<file path="config.mk">
export PLATFORM = sky130hd
export DESIGN_NAME = multiplier_division_pipe_flat
export DESIGN_NICKNAME = d
export VERILOG_FILES = /design/src/rtl/multiplier_division_pipe_if.sv /design/src/rtl/multiplier_division_pipe.sv /design/src/flat_wrapper.sv
export SDC_FILE = /design/constraint.sdc
export NUM_CORES = 2
export LEC_CHECK = 0
export ABC_AREA = 1
export CAP_MARGIN = 20
export CORE_MARGIN = 2
export CORE_UTILIZATION = 70
export DETAILED_ROUTE_END_ITERATION = 6
export PLACE_DENSITY = 0.9
export SYNTH_ARGS = -nofsm -noshare
export SYNTH_HDL_FRONTEND = slang
export SYNTH_SLANG_ARGS = --single-unit
</file>
<file path="constraint.sdc">
create_clock -name i_clk -period 18.3 [get_ports i_clk]
set_input_delay 1.83 -clock i_clk [delete_from_list [all_inputs] [get_ports i_clk]]
set_output_delay 1.83 -clock i_clk [all_outputs]
set_load 0.02 [all_outputs]
</file>
<file path="src/rtl/multiplier_division_pipe_if.sv">
// Handshake and data bundle for multiplier_division_pipe; slave is the block,
// master is whoever drives it.
interface multiplier_division_pipe_if #(
   parameter int unsigned BIT_WIDTH = 16,
   parameter int unsigned LANES     = 4,
   parameter int unsigned LEN_W     = 8
);
   logic                         i_recip_valid;
   logic [BIT_WIDTH-1:0]         i_recip;
   logic [LEN_W-1:0]             i_vec_len;
   logic                         i_valid;
   logic                         o_ready;
   logic [LANES*BIT_WIDTH-1:0]   i_dataA;
   logic                         o_valid;
   logic                         i_ready;
   logic [LANES*BIT_WIDTH-1:0]   o_data;
   logic                         o_last;
   logic                         o_busy;
   logic                         o_sat;

   modport slave (
      input  i_recip_valid, i_recip, i_vec_len, i_valid, i_dataA, i_ready,
      output o_ready, o_valid, o_data, o_last, o_busy, o_sat
   );

   modport master (
      output i_recip_valid, i_recip, i_vec_len, i_valid, i_dataA, i_ready,
      input  o_ready, o_valid, o_data, o_last, o_busy, o_sat
   );
endinterface

</file>
<file path="src/rtl/multiplier_division_pipe.sv">
// Per-lane divide-by-reciprocal: clamp negatives, multiply, round and saturate
// through a 2-stage elastic pipeline, framed into vectors of i_vec_len beats.
module multiplier_division_pipe #(
   parameter int unsigned BIT_WIDTH = 16,
   parameter int unsigned FRAC_A    = 12,
   parameter int unsigned FRAC_B    = 16,
   parameter int unsigned FRAC_O    = 16,
   parameter int unsigned LANES     = 4,
   parameter int unsigned LEN_W     = 8
) (
   input  logic                      i_clk,
   input  logic                      i_rst_n,
   multiplier_division_pipe_if.slave io
);
   localparam int unsigned Shift = FRAC_A + FRAC_B - FRAC_O;
   localparam int unsigned PW    = 2 * BIT_WIDTH;
   localparam logic [PW:0] RoundHalf = {{PW{1'b0}}, 1'b1} << (Shift - 1);

   typedef enum logic [1:0] {StIdle, StRun, StDrain} state_e;

   state_e                     r_state;
   logic [BIT_WIDTH-1:0]       r_recip;
   logic [LEN_W-1:0]           r_len;
   logic [LEN_W-1:0]           r_cnt;

   logic                       r_s1_valid;
   logic                       r_s1_last;
   logic [PW-1:0]              r_s1_prod [LANES];
   logic                       r_s2_valid;
   logic                       r_s2_last;
   logic [LANES*BIT_WIDTH-1:0] r_s2_data;
   logic                       r_sat;

   logic                       w_s1_adv;
   logic                       w_s2_adv;
   logic                       w_accept;
   logic                       w_load;
   logic                       w_last_beat;
   logic [PW-1:0]              w_prod [LANES];
   logic [PW:0]                w_rnd [LANES];
   logic [LANES*BIT_WIDTH-1:0] w_res;
   logic [LANES-1:0]           w_lane_sat;

   // A stage may take new data when its downstream is empty or draining this cycle.
   assign w_s2_adv    = !r_s2_valid || io.i_ready;
   assign w_s1_adv    = !r_s1_valid || w_s2_adv;
   assign io.o_ready  = (r_state == StRun) && w_s1_adv;
   assign w_accept    = io.i_valid && io.o_ready;
   assign w_load      = (r_state == StIdle) && io.i_recip_valid;
   assign w_last_beat = (r_cnt == (r_len - LEN_W'(1)));

   always_comb begin
      for (int k = 0; k < LANES; k++) begin
         if (io.i_dataA[k*BIT_WIDTH + BIT_WIDTH - 1]) begin
            w_prod[k] = '0;
         end else begin
            w_prod[k] = PW'(io.i_dataA[k*BIT_WIDTH +: BIT_WIDTH]) * PW'(r_recip);
         end
      end
   end

   always_comb begin
      w_res      = '0;
      w_lane_sat = '0;
      w_rnd      = '{default: '0};
      for (int k = 0; k < LANES; k++) begin
         w_rnd[k] = ({1'b0, r_s1_prod[k]} + RoundHalf) >> Shift;
         if (|w_rnd[k][PW:BIT_WIDTH]) begin
            w_lane_sat[k]                   = 1'b1;
            w_res[k*BIT_WIDTH +: BIT_WIDTH] = '1;
         end else begin
            w_res[k*BIT_WIDTH +: BIT_WIDTH] = w_rnd[k][BIT_WIDTH-1:0];
         end
      end
   end

   always_ff @(posedge i_clk) begin
      if (!i_rst_n) begin
         r_state <= StIdle;
         r_recip <= '0;
         r_len   <= '0;
         r_cnt   <= '0;
      end else begin
         unique case (r_state)
            StIdle: begin
               if (io.i_recip_valid) begin
                  r_recip <= io.i_recip;
                  r_len   <= io.i_vec_len;
                  r_cnt   <= '0;
                  r_state <= StRun;
               end
            end
            StRun: begin
               if (w_accept) begin
                  if (w_last_beat) begin
                     r_cnt   <= '0;
                     r_state <= StDrain;
                  end else begin
                     r_cnt <= r_cnt + LEN_W'(1);
                  end
               end
            end
            StDrain: begin
               if (!r_s1_valid && !r_s2_valid) begin
                  r_state <= StIdle;
               end
            end
            default: r_state <= StIdle;
         endcase
      end
   end

   always_ff @(posedge i_clk) begin
      if (!i_rst_n) begin
         r_s1_valid <= 1'b0;
         r_s1_last  <= 1'b0;
         r_s2_valid <= 1'b0;
         r_s2_last  <= 1'b0;
         r_s2_data  <= '0;
         r_sat      <= 1'b0;
      end else begin
         if (w_s1_adv) begin
            r_s1_valid <= w_accept;
            r_s1_last  <= w_accept && w_last_beat;
         end
         if (w_s2_adv) begin
            r_s2_valid <= r_s1_valid;
            r_s2_last  <= r_s1_valid && r_s1_last;
            if (r_s1_valid) begin
               r_s2_data <= w_res;
            end
         end
         if (w_load) begin
            r_sat <= 1'b0;
         end else if (w_s2_adv && r_s1_valid && |w_lane_sat) begin
            r_sat <= 1'b1;
         end
      end
   end

   // Products are qualified by r_s1_valid, so they need no reset.
   always_ff @(posedge i_clk) begin
      if (w_s1_adv && w_accept) begin
         r_s1_prod <= w_prod;
      end
   end

   assign io.o_valid = r_s2_valid;
   assign io.o_data  = r_s2_data;
   assign io.o_last  = r_s2_last;
   assign io.o_busy  = (r_state != StIdle);
   assign io.o_sat   = r_sat;
endmodule

</file>
<file path="src/flat_wrapper.sv">
// flat-port wrapper written by rule: the top's interface ports become plain ports
module multiplier_division_pipe_flat 
#(
   parameter int unsigned BIT_WIDTH = 16,
   parameter int unsigned FRAC_A    = 12,
   parameter int unsigned FRAC_B    = 16,
   parameter int unsigned FRAC_O    = 16,
   parameter int unsigned LANES     = 4,
   parameter int unsigned LEN_W     = 8
)
  (i_clk, i_rst_n, io_i_recip_valid, io_i_recip, io_i_vec_len, io_i_valid, io_i_dataA, io_i_ready, io_o_ready, io_o_valid, io_o_data, io_o_last, io_o_busy, io_o_sat);
  multiplier_division_pipe_if #(.BIT_WIDTH(BIT_WIDTH), .LANES(LANES), .LEN_W(LEN_W)) io_i ();
  input  logic i_clk;
  input  logic i_rst_n;
  input wire logic [$bits(io_i.i_recip_valid)-1:0] io_i_recip_valid;
  input wire logic [$bits(io_i.i_recip)-1:0] io_i_recip;
  input wire logic [$bits(io_i.i_vec_len)-1:0] io_i_vec_len;
  input wire logic [$bits(io_i.i_valid)-1:0] io_i_valid;
  input wire logic [$bits(io_i.i_dataA)-1:0] io_i_dataA;
  input wire logic [$bits(io_i.i_ready)-1:0] io_i_ready;
  output wire logic [$bits(io_i.o_ready)-1:0] io_o_ready;
  output wire logic [$bits(io_i.o_valid)-1:0] io_o_valid;
  output wire logic [$bits(io_i.o_data)-1:0] io_o_data;
  output wire logic [$bits(io_i.o_last)-1:0] io_o_last;
  output wire logic [$bits(io_i.o_busy)-1:0] io_o_busy;
  output wire logic [$bits(io_i.o_sat)-1:0] io_o_sat;
  assign io_i.i_recip_valid = io_i_recip_valid;
  assign io_i.i_recip = io_i_recip;
  assign io_i.i_vec_len = io_i_vec_len;
  assign io_i.i_valid = io_i_valid;
  assign io_i.i_dataA = io_i_dataA;
  assign io_i.i_ready = io_i_ready;
  assign io_o_ready = io_i.o_ready;
  assign io_o_valid = io_i.o_valid;
  assign io_o_data = io_i.o_data;
  assign io_o_last = io_i.o_last;
  assign io_o_busy = io_i.o_busy;
  assign io_o_sat = io_i.o_sat;
  multiplier_division_pipe #(.BIT_WIDTH(BIT_WIDTH), .FRAC_A(FRAC_A), .FRAC_B(FRAC_B), .FRAC_O(FRAC_O), .LANES(LANES), .LEN_W(LEN_W)) u_core (.i_clk(i_clk), .i_rst_n(i_rst_n), .io(io_i));
endmodule
</file>
==> metrics.yaml <==
status: "finished, final reports clean"
slew_headroom_pct: 28.1
crit_path_max_incr_delay_ps: 930
skew_ps: 25.9
cp-startpoint: "io_i_dataA[10]"
holdPathEnd: "u_core.io.o_sat$_SDFFE_PP0P_"
tns_ps: 0
routed_via_density: 5.67
cpMaxStageDelayCell: "clkdlybuf4s50_1"
first_global_vias: 40380
worstHoldStart: "u_core.io.o_sat$_SDFFE_PP0P_"
ctsResizeCount: 0
gp_congestion: 0.969
overflow: 0
vdd_drop_max_mv: 0.103
cts_tree: "yes"
clkTransAtPathRegs_ps: 90
cts_buffer_depth: 2
grt_usage_pct: 38.9
grt_max_degree: 86
powerDensity_nw_per_um2: 106
hold_viol_final: 0
clock.fmax_mhz: 129
post-route-period-util_pct: 42.3
clkLatencyLatePin_ps: 520
rsz0062_at_grt: "false"
synth_edf_count: 84
fp.coreArea_um2: 61900
timing.critical_path.fanout_max: 16
setup_viol: 0
worstPathRequired_ps: 18590
wl_mm: 120
min_period_ps: 7740
rows: 91
ys_types: 52
worstPathArrival_ps: 8030
drc: 0
first_pass_iters: 6
final_layout_size_suffix_gt1_share_pct: 2.46
antenna_left: 0
first_iter_violations: 3367
antenna_found_initial: 8
drv_cap: 0
cts_buffers: 17
regToRegEndpoint: "u_core.r_s1_prod[120]$_SDFFCE_PP0P_"
path_class: "in -> reg"
timing.critical_path.mode_cell: "fa_1"
start_util_pct: 71.1
hold_buffers: 0
rrSetupSlack_ps: 11470
io_pins: 162
reg2regPathDepth: 21
yosysSeqAreaShare_pct: 10.4
rr_startpoint: "u_core.r_recip[2]$_SDFFE_PN0P_"
cp-start-kind: "input pin"
dp.final_hpwl_mm: 93.2
n_fill_cell: 4411
postCtsSetupRepairBufs: 0
final_max_slew_viol_count: 0
fin_area_um2: 46600
dieArea_um2: 65000
synth_top_area_cell: "fa_1"
syn_nets: 7171
hold_path_depth: 2
clock-root-buffer: "clkbuf_16"
synth_top_cell_area_share_pct: 35.1
die_w_um: 255
nets: 7114
end_kind: "register"
netlist_top_cells_area: "fa_1, inv_1, nand2_1"
worstMarginPinSlew_ps: 1080
wl_per_cell_um: 18.0
placed_cell_area_um2: 45900
ys_warn_count: 0
synth_top_flop_cell: "dfxtp_1"
clock_sinks: 187
synthToLayoutAreaGrowth_pct: 5.69
ys_async_sr_fraction_pct: 0
htree_levels: 4
p_leak_uw: 0.0260
avgSynthCellArea_um2: 7.47
vias: 37970
ys_ff_latch: 187
hold_class: "reg -> reg"
syn_inst: 5896
path_cells: "clkdlybuf4s50_1, nand2_1, fa_1, fa_1, fa_1, fa_1, inv_1, fa_1, inv_1, fa_1, inv_1, ha_1, nand2_1, nor2_1, nand2_1, o211ai_1, a21oi_1, o21ai_1, nand2_1, nand2_1, nor2_1"
holdWs_ps: 470
io_buffers: 161
grt_pass1_wl_mm: 197
netlist_area_um2: 44100
die_h_um: 255
## cells by family (layout without fill, tap and decap cells)
| group | count (synthesis) | in the layout | share of synthesized area [%] |
|---|---|---|---|
| AO/OA/AOI/OAI | 546 | 546 | 6.95 |
| AND/OR/NAND/NOR | 2058 | 2058 | 18.5 |
| flip-flops | 187 | 187 | 10.4 |
| adder cells (fa/ha/maj) | 1182 | 1182 | 46.7 |
| XOR/XNOR | 79 | 79 | 1.57 |
| multiplexers | 1 | 1 | 0.0227 |
| buffers and inverters | 1843 | 1799 | 15.8 |
| other | 0 | 5 | 0 |
## sequential cells by signal, indices dropped and copies added (netlist names)
register,count
u_core.r_s1_prod,84
u_core.io.o_data,64
u_core.r_recip,16
u_core.r_cnt,8
u_core.r_len,8
u_core.r_state,2
u_core.io.o_last,1
u_core.io.o_sat,1
u_core.io.o_valid,1
u_core.r_s1_last,1
u_core.r_s1_valid,1
## layout make-up
cell class / count / area, µm² / share of cell area, %
flip-flops and latches: 187 / 4600 / 9.89
repair buffers: 189 / 1840 / 3.94
clock inverters: 14 / 171 / 0.368
inverters: 1578 / 5940 / 12.8
clock buffers: 18 / 439 / 0.943
diodes: 5 / 12.5 / 0.0269
well taps: 837 / 1050 / 2.25
multi-input cells: 3866 / 32500 / 69.8
## routing by layer
| metal | vias up | share of wire, % | wire [µm] | track usage (%) |
|---|---|---|---|---|
| li1 | 17168 | - | - | - |
| met4 | 10 | 7.3 | 8770 | 27.2 |
| met5 | - | 0.088 | 106 | 0.526 |
| met2 | 2130 | 48 | 57400 | 64.9 |
| met1 | 18029 | 35 | 42200 | 44.5 |
| met3 | 633 | 9.8 | 11800 | 9.02 |
## power breakdown
| group | internal (µW) | switching [µW] | total, µW |
|---|---|---|---|
| Sequential | 546 | 54.1 | 600 |
| Combinational | 1370 | 2570 | 3940 |
| Clock | 199 | 207 | 405 |
| Total | 2120 | 2830 | 4950 |
## Yosys cell counts, types with 17 or more instances
| library cell | n |
|---|---|
| o21a_1 | 23 |
| xor2_1 | 39 |
| o21ai_0 | 163 |
| xnor2_1 | 40 |
| clkbuf_1 | 234 |
| ha_1 | 410 |
| inv_2 | 25 |
| dfxtp_1 | 103 |
| edfxtp_1 | 84 |
| inv_1 | 1548 |
| nand4_1 | 21 |
| nor3_1 | 39 |
| buf_1 | 20 |
| a21o_1 | 17 |
| nand2_1 | 1485 |
| nand3_1 | 106 |
| nor2_1 | 355 |
| a21oi_1 | 253 |
| o211ai_1 | 35 |
| fa_1 | 772 |
## critical path, delay by kind of cell
family	cells	cell delay (ps)
AO/OA/AOI/OAI	3	890
adder cells (fa/ha/maj)	7	3510
buffers and inverters	4	1090
AND/OR/NAND/NOR	7	700
## worst max-delay path by stage
| stage | end | slack, ps | cells past startpoint |
|---|---|---|---|
| after global placement | u_core.r_s1_prod[123]$_SDFFCE_PP0P_ | 10220 | 21 |
| after detailed placement | u_core.r_s1_prod[120]$_SDFFCE_PP0P_ | 10110 | 21 |
| final | u_core.r_s1_prod[120]$_SDFFCE_PP0P_ | 10560 | 21 |
| after CTS | u_core.r_s1_prod[120]$_SDFFCE_PP0P_ | 10680 | 21 |
| after floorplan | u_core.r_s1_prod[93]$_SDFFCE_PP0P_ | 11140 | 21 |
| after global routing | u_core.r_s1_prod[119]$_SDFFCE_PP0P_ | 10310 | 22 |
## placed cells by master (no fill, tap or decap), types with 23 or more instances in the layout
| cell type | count |
|---|---|
| inv_1 | 1547 |
| nand2_1 | 1485 |
| fa_1 | 772 |
| ha_1 | 410 |
| nor2_1 | 354 |
| a21oi_1 | 253 |
| o21ai_0 | 163 |
| clkdlybuf4s50_1 | 160 |
| nand3_1 | 106 |
| dfxtp_1 | 87 |
| edfxtp_1 | 84 |
| xnor2_1 | 40 |
| nor3_1 | 39 |
| xor2_1 | 39 |
| o211ai_1 | 35 |
| buf_4 | 26 |
| inv_2 | 25 |
| o21a_1 | 23 |
## metrics by stage
step | instances | total power (µW) | util (%) | setup slack, ps
after floorplan | 5896 | 3390 | - | 11140
after global placement | 6655 | 4360 | 74.1 | 10220
after detailed placement | 6655 | 4450 | 74.1 | 10110
after CTS | 6687 | 4880 | 75.1 | 10680
after global routing | 6689 | 5490 | 75.2 | 10310
final | 6694 | 4950 | 75.2 | 10560
No activity file was read; power rests on OpenSTA's default activity.
